<file path="config.mk">
export PLATFORM = sky130hd
export DESIGN_NAME = irq_controller
export DESIGN_NICKNAME = d
export VERILOG_FILES = /design/src/rtl/irq_pkg.sv /design/src/rtl/irq_prio_enc.sv /design/src/rtl/irq_controller.sv
export SDC_FILE = /design/constraint.sdc
export NUM_CORES = 1
export LEC_CHECK = 0
export ABC_AREA = 1
export CAP_MARGIN = 20
export CORE_ASPECT_RATIO = 1.2
export CORE_MARGIN = 10
export CORE_UTILIZATION = 40
export DETAILED_ROUTE_END_ITERATION = 10
export MAX_ROUTING_LAYER = met4
export PLACE_DENSITY_LB_ADDON = 0.15
export SYNTH_ARGS = -nofsm -noshare
export SYNTH_HDL_FRONTEND = slang
export SYNTH_SLANG_ARGS = --single-unit
</file>
<file path="constraint.sdc">
create_clock -name clk_i -period 1.78 [get_ports clk_i]
set_clock_uncertainty 0.15 [all_clocks]
set_input_delay 0.267 -clock clk_i [delete_from_list [all_inputs] [get_ports clk_i]]
set_output_delay 0.267 -clock clk_i [all_outputs]
set_load 0.02 [all_outputs]
</file>
<file path="src/rtl/irq_pkg.sv">
// Shared types and constants for the interrupt sequencer.
package irq_pkg;

  typedef enum logic [1:0] {
    IDLE    = 2'd0,
    TRAP    = 2'd1,
    HANDLER = 2'd2,
    RETURN  = 2'd3
  } irq_state_t;

  localparam logic [31:0] MCAUSE_INT_BIT = 32'h8000_0000;
  localparam int          IRQ_CAUSE_BASE = 16;
  localparam int          MIE_IRQ_LSB    = 16;

  // Interrupt cause: bit 31 set, 5-bit code (base + source index) zero-extended.
  function automatic logic [31:0] cause_code(input logic [3:0] id);
    logic [4:0] code;
    code = 5'(IRQ_CAUSE_BASE) + {1'b0, id};
    return MCAUSE_INT_BIT | {27'd0, code};
  endfunction

endpackage

</file>
<file path="src/rtl/irq_prio_enc.sv">
// Lowest-index-wins priority encoder over the interrupt candidate vector.
module irq_prio_enc #(
  parameter int N_IRQ = 16
) (
  input  logic [N_IRQ-1:0] req_i,
  output logic             valid_o,
  output logic [3:0]       idx_o
);

  always_comb begin
    valid_o = |req_i;
    idx_o   = '0;
    // Scan downwards so the lowest set index is the last one written.
    for (int i = N_IRQ - 1; i >= 0; i--) begin
      if (req_i[i]) idx_o = 4'(i);
    end
  end

endmodule

</file>
<file path="src/rtl/irq_controller.sv">
// Interrupt sequencer: edge-latches requests, masks with mie, raises one trap at a
// time towards csr_controller and tracks the handler until mret.
module irq_controller
  import irq_pkg::*;
#(
  parameter int N_IRQ = 16
) (
  input  logic             clk_i,
  input  logic             rst_i,
  input  logic [N_IRQ-1:0] irq_req_i,
  input  logic [31:0]      mie_i,
  input  logic             stall_i,
  input  logic             mret_i,
  output logic             trap_o,
  output logic [31:0]      mcause_o,
  output logic             busy_o,
  output logic             irq_ret_o,
  output logic [N_IRQ-1:0] irq_ack_o
);

  irq_state_t       state_q, state_d;
  logic [N_IRQ-1:0] pending_q, pending_d;
  logic [N_IRQ-1:0] req_q, req_d;
  logic [3:0]       id_q, id_d;
  logic [31:0]      mcause_q, mcause_d;

  logic [N_IRQ-1:0] req_edge;
  logic [N_IRQ-1:0] mie_irq;
  logic [N_IRQ-1:0] cand;
  logic [N_IRQ-1:0] id_onehot;
  logic             cand_vld;
  logic [3:0]       cand_idx;
  logic             clr_sel;

  assign req_edge = irq_req_i & ~req_q;
  assign mie_irq  = N_IRQ'(mie_i >> MIE_IRQ_LSB);
  assign cand     = pending_q & mie_irq;
  assign mcause_o = mcause_q;

  irq_prio_enc #(.N_IRQ(N_IRQ)) u_prio (
    .req_i   (cand),
    .valid_o (cand_vld),
    .idx_o   (cand_idx)
  );

  always_comb begin
    for (int k = 0; k < N_IRQ; k++) id_onehot[k] = (id_q == 4'(k));
  end

  always_comb begin
    state_d   = state_q;
    id_d      = id_q;
    mcause_d  = mcause_q;
    clr_sel   = 1'b0;
    trap_o    = 1'b0;
    busy_o    = 1'b0;
    irq_ret_o = 1'b0;
    irq_ack_o = '0;
    req_d     = irq_req_i;
    case (state_q)
      IDLE: begin
        // mcause is loaded on entry so it is already valid while trap_o is high.
        if (cand_vld && !stall_i) begin
          id_d     = cand_idx;
          mcause_d = cause_code(cand_idx);
          state_d  = TRAP;
        end
      end
      TRAP: begin
        trap_o  = 1'b1;
        clr_sel = 1'b1;
        state_d = HANDLER;
      end
      HANDLER: begin
        busy_o = 1'b1;
        if (mret_i) state_d = RETURN;
      end
      RETURN: begin
        irq_ret_o = 1'b1;
        irq_ack_o = id_onehot;
        state_d   = IDLE;
      end
      default: state_d = IDLE;
    endcase
    // A new edge on the serviced line in the TRAP cycle keeps it pending.
    pending_d = (pending_q & ~(clr_sel ? id_onehot : '0)) | req_edge;
  end

  always_ff @(posedge clk_i) begin
    if (!rst_i) begin
      state_q   <= IDLE;
      pending_q <= '0;
      req_q     <= '0;
      id_q      <= '0;
      mcause_q  <= '0;
    end else begin
      state_q   <= state_d;
      pending_q <= pending_d;
      req_q     <= req_d;
      id_q      <= id_d;
      mcause_q  <= mcause_d;
    end
  end

endmodule

</file>
# After elaboration in Yosys (flattened, before gate mapping)
# Cells that the tools add are included.
totals:
  elab_cells: 63
  romBits: 0
  in_bits: 52
  ff_bits: 44
  mem_count: 0
  latchBits: 0
  mem_bits_rw: 0
  out_inout_bits: 51
classes:
  shifts: 0
  multipliers: 0
  n_lt_le_gt_ge: 0
  n_eq_ne: 20
  n_mux: 24
  bitwise: 6
  div: 0
  reduce_logical: 7
  addsub: 1
op_table:
  columns: ["cell", "count"]
  rows:
  - ["$mux W4", 16]
  - ["$and A16 B16 Y16", 3]
  - ["$eq A4 B4 Y1 const B", 8]
  - ["$mux W16", 2]
  - ["$not A16 Y16", 2]
  - ["$eq A4 B3 Y1 const B", 4]
  - ["$or A16 B16 Y16", 1]
  - ["$reduce_or A16 Y1", 1]
  - ["$eq A4 B2 Y1 const B", 2]
  - ["$pmux W2 S4", 1]
  - ["$add A5 B4 Y5 const A", 1]
  - ["$eq A2 B2 Y1 const B", 2]
  - ["$eq A4 B1 Y1 const B", 1]
  - ["$logic_not A4 Y1", 1]
  - ["$mux W2", 2]
  - ["$ne A2 B2 Y1 const B", 2]
  - ["$reduce_and A2 Y1", 2]
  - ["$mux W1", 3]
  - ["$eq A2 B1 Y1 const B", 1]
  - ["$logic_not A2 Y1", 1]
  - ["$logic_and A1 B1 Y1", 1]
  - ["$logic_not A1 Y1", 1]

# Longest topological paths before layout
depth:
  word_depth: 18
  mapped_depth: 18
  ltp_nobuf: 18

# Modules after synthesis
# Synthesis repeated with hierarchy kept, for this count alone.
unflattened:
  hier_cells: 329
  area_unflattened_um2: 2168.3
modules_own_cells:
  columns: ["module", "area_each_um2", "cells_per_inst", "seq_area_each_um2", "instances"]
  rows:
  - ["irq_controller", 1959.4, 280, 780.7, 1]
  - ["irq_prio_enc", 209.0, 49, 0.0, 1]

# Worst setup path before layout
# Ideal clock, no wire load.
synth_path:
  kind: "register to output"
  start: "register state_q[0]"
  end: "output irq_ack_o[10]"
  required_time_ns: 1.363
  arrival_time_ns: 1.666
  slack_ns: -0.303
  n_path_buf: 1
  path_stages_with_launch: 5
  path_cell_list: "dfxtp_1 -> ha_1 -> inv_1 -> clkbuf_1 -> nor4_1"
synth_between:
  elab_chain_cells: 2
synth_rtl:
  columns: ["item", "line_no", "text"]
  rows:
  - ["start: declaration", "irq_controller.sv:21", "irq_state_t state_q, state_d;"]
  - ["start signal: assignment", "irq_controller.sv:97", "state_q <= state_d;"]
  - ["$eq A2 B2 Y1", "irq_controller.sv:60", "case (state_q)"]
  - ["$mux W16", "irq_controller.sv:60", null]
  - ["end: declaration", "irq_controller.sv:18", "output logic [N_IRQ-1:0] irq_ack_o"]
# Every way passes these cells.

# Final worst setup path
layout_path:
  start: "register state_q[1]"
  end: "output irq_ack_o[7]"
# Same word-level chain as after synthesis.

==> results.tsv <==
stage	metric	value	unit
yosys	Synth Cell Area	0.00199	sq mm
yosys	Synth cell types	31	
clock_network	cts hold-fix bufs	0	
setup_path	crit-path max FO	6	
clock_network	total CTS buffers	5	
layout	final instance area	0.00315	sq mm
place	RD Place Congestion	0.807	
place	number of port buffers	60	
place	Placed Cells	414	
layout	Post-Layout Cell Count	434	
yosys	Mapped Cells	269	
timing	setup TNS	-1920	ps
global_routing	vias in the first global route	2044	
route	ANT nets after route	0	
global_routing	gr ovfl total	0	
floorplan	core area	0.00487	sq mm
timing	Final Hold Viols	0	
flow_run	max-cap viol count	0	
floorplan	Die Y-Extent	97.3	microns
setup_path	crit path buf inv count	4	
run_status	failing checks	negative setup slack	
route	initial DRC count	91	
clock_network	CTS Buffer Depth	2	
timing	Setup violations, final	15	
setup_path	WS Path Type	reg -> out	
setup_path	Slowest Stage Delay on Critical Path	360	ps
floorplan	Starting Density	40.9	%
layout	Ant. Diodes	0	
timing	final period utilization	118	%
place	Post-Place Cell Area	0.00283	sq mm
yosys	post-synthesis sequential area ratio	39.2	%
floorplan	Ports	103	
global_routing	antenna violations before repair	0	
run_status	status	finished with violations	
clock_network	CTS Root Cell	clkbuf_8	
layout	layout cell share with drive strength beyond 1	31.0	%
layout	# nets final	429	
clock_network	clk_lat worst skew	290	ps
power	total power	0.00329	W
global_routing	largest net degree at the start of global routing	38	
clock_network	H-Tree Depth	2	
setup_path	critical-path cell list	ha_4, clkinvlp_4, buf_6, buf_4, nor4_1, buf_2	
setup_path	Arr. time, crit path	1680	ps
floorplan	die width	84.4	microns
power	peak supply drop	744	uV
place	Post-Place Setup Slack	-297	ps
setup_path	CP Capture Type	output port	
setup_path	Slowest-stage cell, CP	dfxtp_2	
floorplan	total die area	0.00821	sq mm
route	number of vias per cell	4.52	
clock_network	CTS Sinks	39	
route	DRC	0	
yosys	synth top area cells	dfxtp_1 39%, buf_4 10%, nand2_1 10%	
power	leak pwr	1.55	nW
route	final WL	5570	microns
route	WL/cell	12.8	microns
yosys	YS warnings	0	
clock_network	CTS tree	done	
route	Vias	1963	
power	Pwr Density	1040	mW/mm^2
yosys	FF+latch count, synth	39	
yosys	Synth top area share	39.2	%
floorplan	site row count	28	
timing	crit path time final	2100	ps
timing	Setup WS post-layout	-320	ps
timing	pins over their slew limit	0	
yosys	mean area per synthesized cell	7.40	sq um
global_routing	Tot GR Track Use	13.5	%
place	detailed placement HPWL	4200	microns
setup_path	cell family with most CP delay	buffers and inverters	
route	1st-pass router iterations	4	
setup_path	CP Launch Type	flop	
global_routing	first-pass GRT wire length	9010	microns
layout	area grow syn2layout	58.5	%
setup_path	Critical Path RT	1360	ps
timing	RSZ-0062 raised after global routing	true	
clock_network	Clock transition at path regs	70	ps
timing	Highest Clock Rate	476	MHz
yosys	leading area contributor after synthesis	dfxtp_1	
worst_hold_path	hold crit path type	reg -> reg	
-- sequential cells by signal (all words and copies together), names as in the netlist --
name and count:
pending_q 16, state_q 2, id_q 3, mcause_o 2, req_q 16
-- report_power, final --
group | internal (W) | switching, W
Sequential | 0.000996 | 0.0000925
Combinational | 0.000726 | 0.000908
Clock | 0.000275 | 0.000289
Total | 0.00200 | 0.00129
-- cell usage in the layout (no fill, tap or decap), types with 4 or more instances in the layout --
master and count:
conb_1 26, nor4_4 7, clkdlybuf4s50_1 37, o21ai_1 17
nand2_1 54, nand2_2 8, nand3_1 32, inv_2 5
clkbuf_8 5, dfxtp_2 4, nor2_1 12, buf_6 10
dlygate4sd2_1 4, inv_1 25, buf_4 51, dfxtp_1 35
-- synth_stat cells --
master     n
nand2_1   54
dfxtp_1   39
nand3_1   32
buf_4     27
inv_1     26
o21ai_1   17
nor2_1    15
nor4_1    10
nand2_2    8
inv_2      5
buf_2      4
clkbuf_1   4
ha_1       4
a21oi_1    3
nor3_1     3
nand2_4    2
o21ai_0    2
a211oi_2   1
a21oi_2    1
a221oi_1   1
a221oi_2   1
a31oi_1    1
buf_1      1
conb_1     1
nor2_2     1
nor2_4     1
o21a_1     1
o21ai_2    1
o21bai_1   1
o21bai_4   1
o31ai_1    1
-- final cells by class --
| cell class | instances | area (sq um) |
|---|---|---|
| clock buffer | 7 | 76.3 |
| clock inverter | 1 | 5.00 |
| fill | 451 | 1720 |
| inverter | 31 | 120 |
| multi-input combinational | 188 | 1120 |
| sequential | 39 | 786 |
| tap | 60 | 75.1 |
| timing repair buffer | 108 | 971 |
-- cells by family after synthesis --
family	count (synthesis)	synth area share [%]
DFF	39	39.2
buffers and inverters	67	18.0
AOI/OAI and AO/OA	32	10.6
adders and majority gates	4	2.51
other	1	0.188
and+or+nand+nor	126	29.5
-- repair_timing --
action | 4_1_cts | 5_1_grt
setup buffers | 11 | 3
pin swaps | 7 | 6
gates resized for setup | 132 | 21
endpoints found under the setup margin | 23 | 19
-- routing by layer --
metal | global-route usage (%) | wire, microns | up-vias
met5 | - | 0 | -
met1 | 13.2 | 2120 | 849
met4 | 5.58 | 89 | 0
met2 | 23.0 | 2830 | 80
li1 | - | - | 1023
met3 | 5.45 | 528 | 11
-- worst paths after layout --
check | start | slack, ps | depth (start not counted) | to
setup / recovery | state_q[1] | -320 | 6 | irq_ack_o[7]
hold / removal | req_q[0] | 250 | 1 | pending_q[0]
setup reg to reg | state_q[0] | 110 | 9 | id_q[2]
hold reg to reg | req_q[0] | 250 | 1 | pending_q[0]
-- per-stage QoR --
stage	hold WS, ps	util (%)
2_1_floorplan	224	-
3_3_place_gp	242	58.0
3_5_place_dp	244	58.0
4_1_cts	254	63.3
5_1_grt	271	64.8
6_report	253	64.8
No activity file was read; power rests on OpenSTA's default activity.
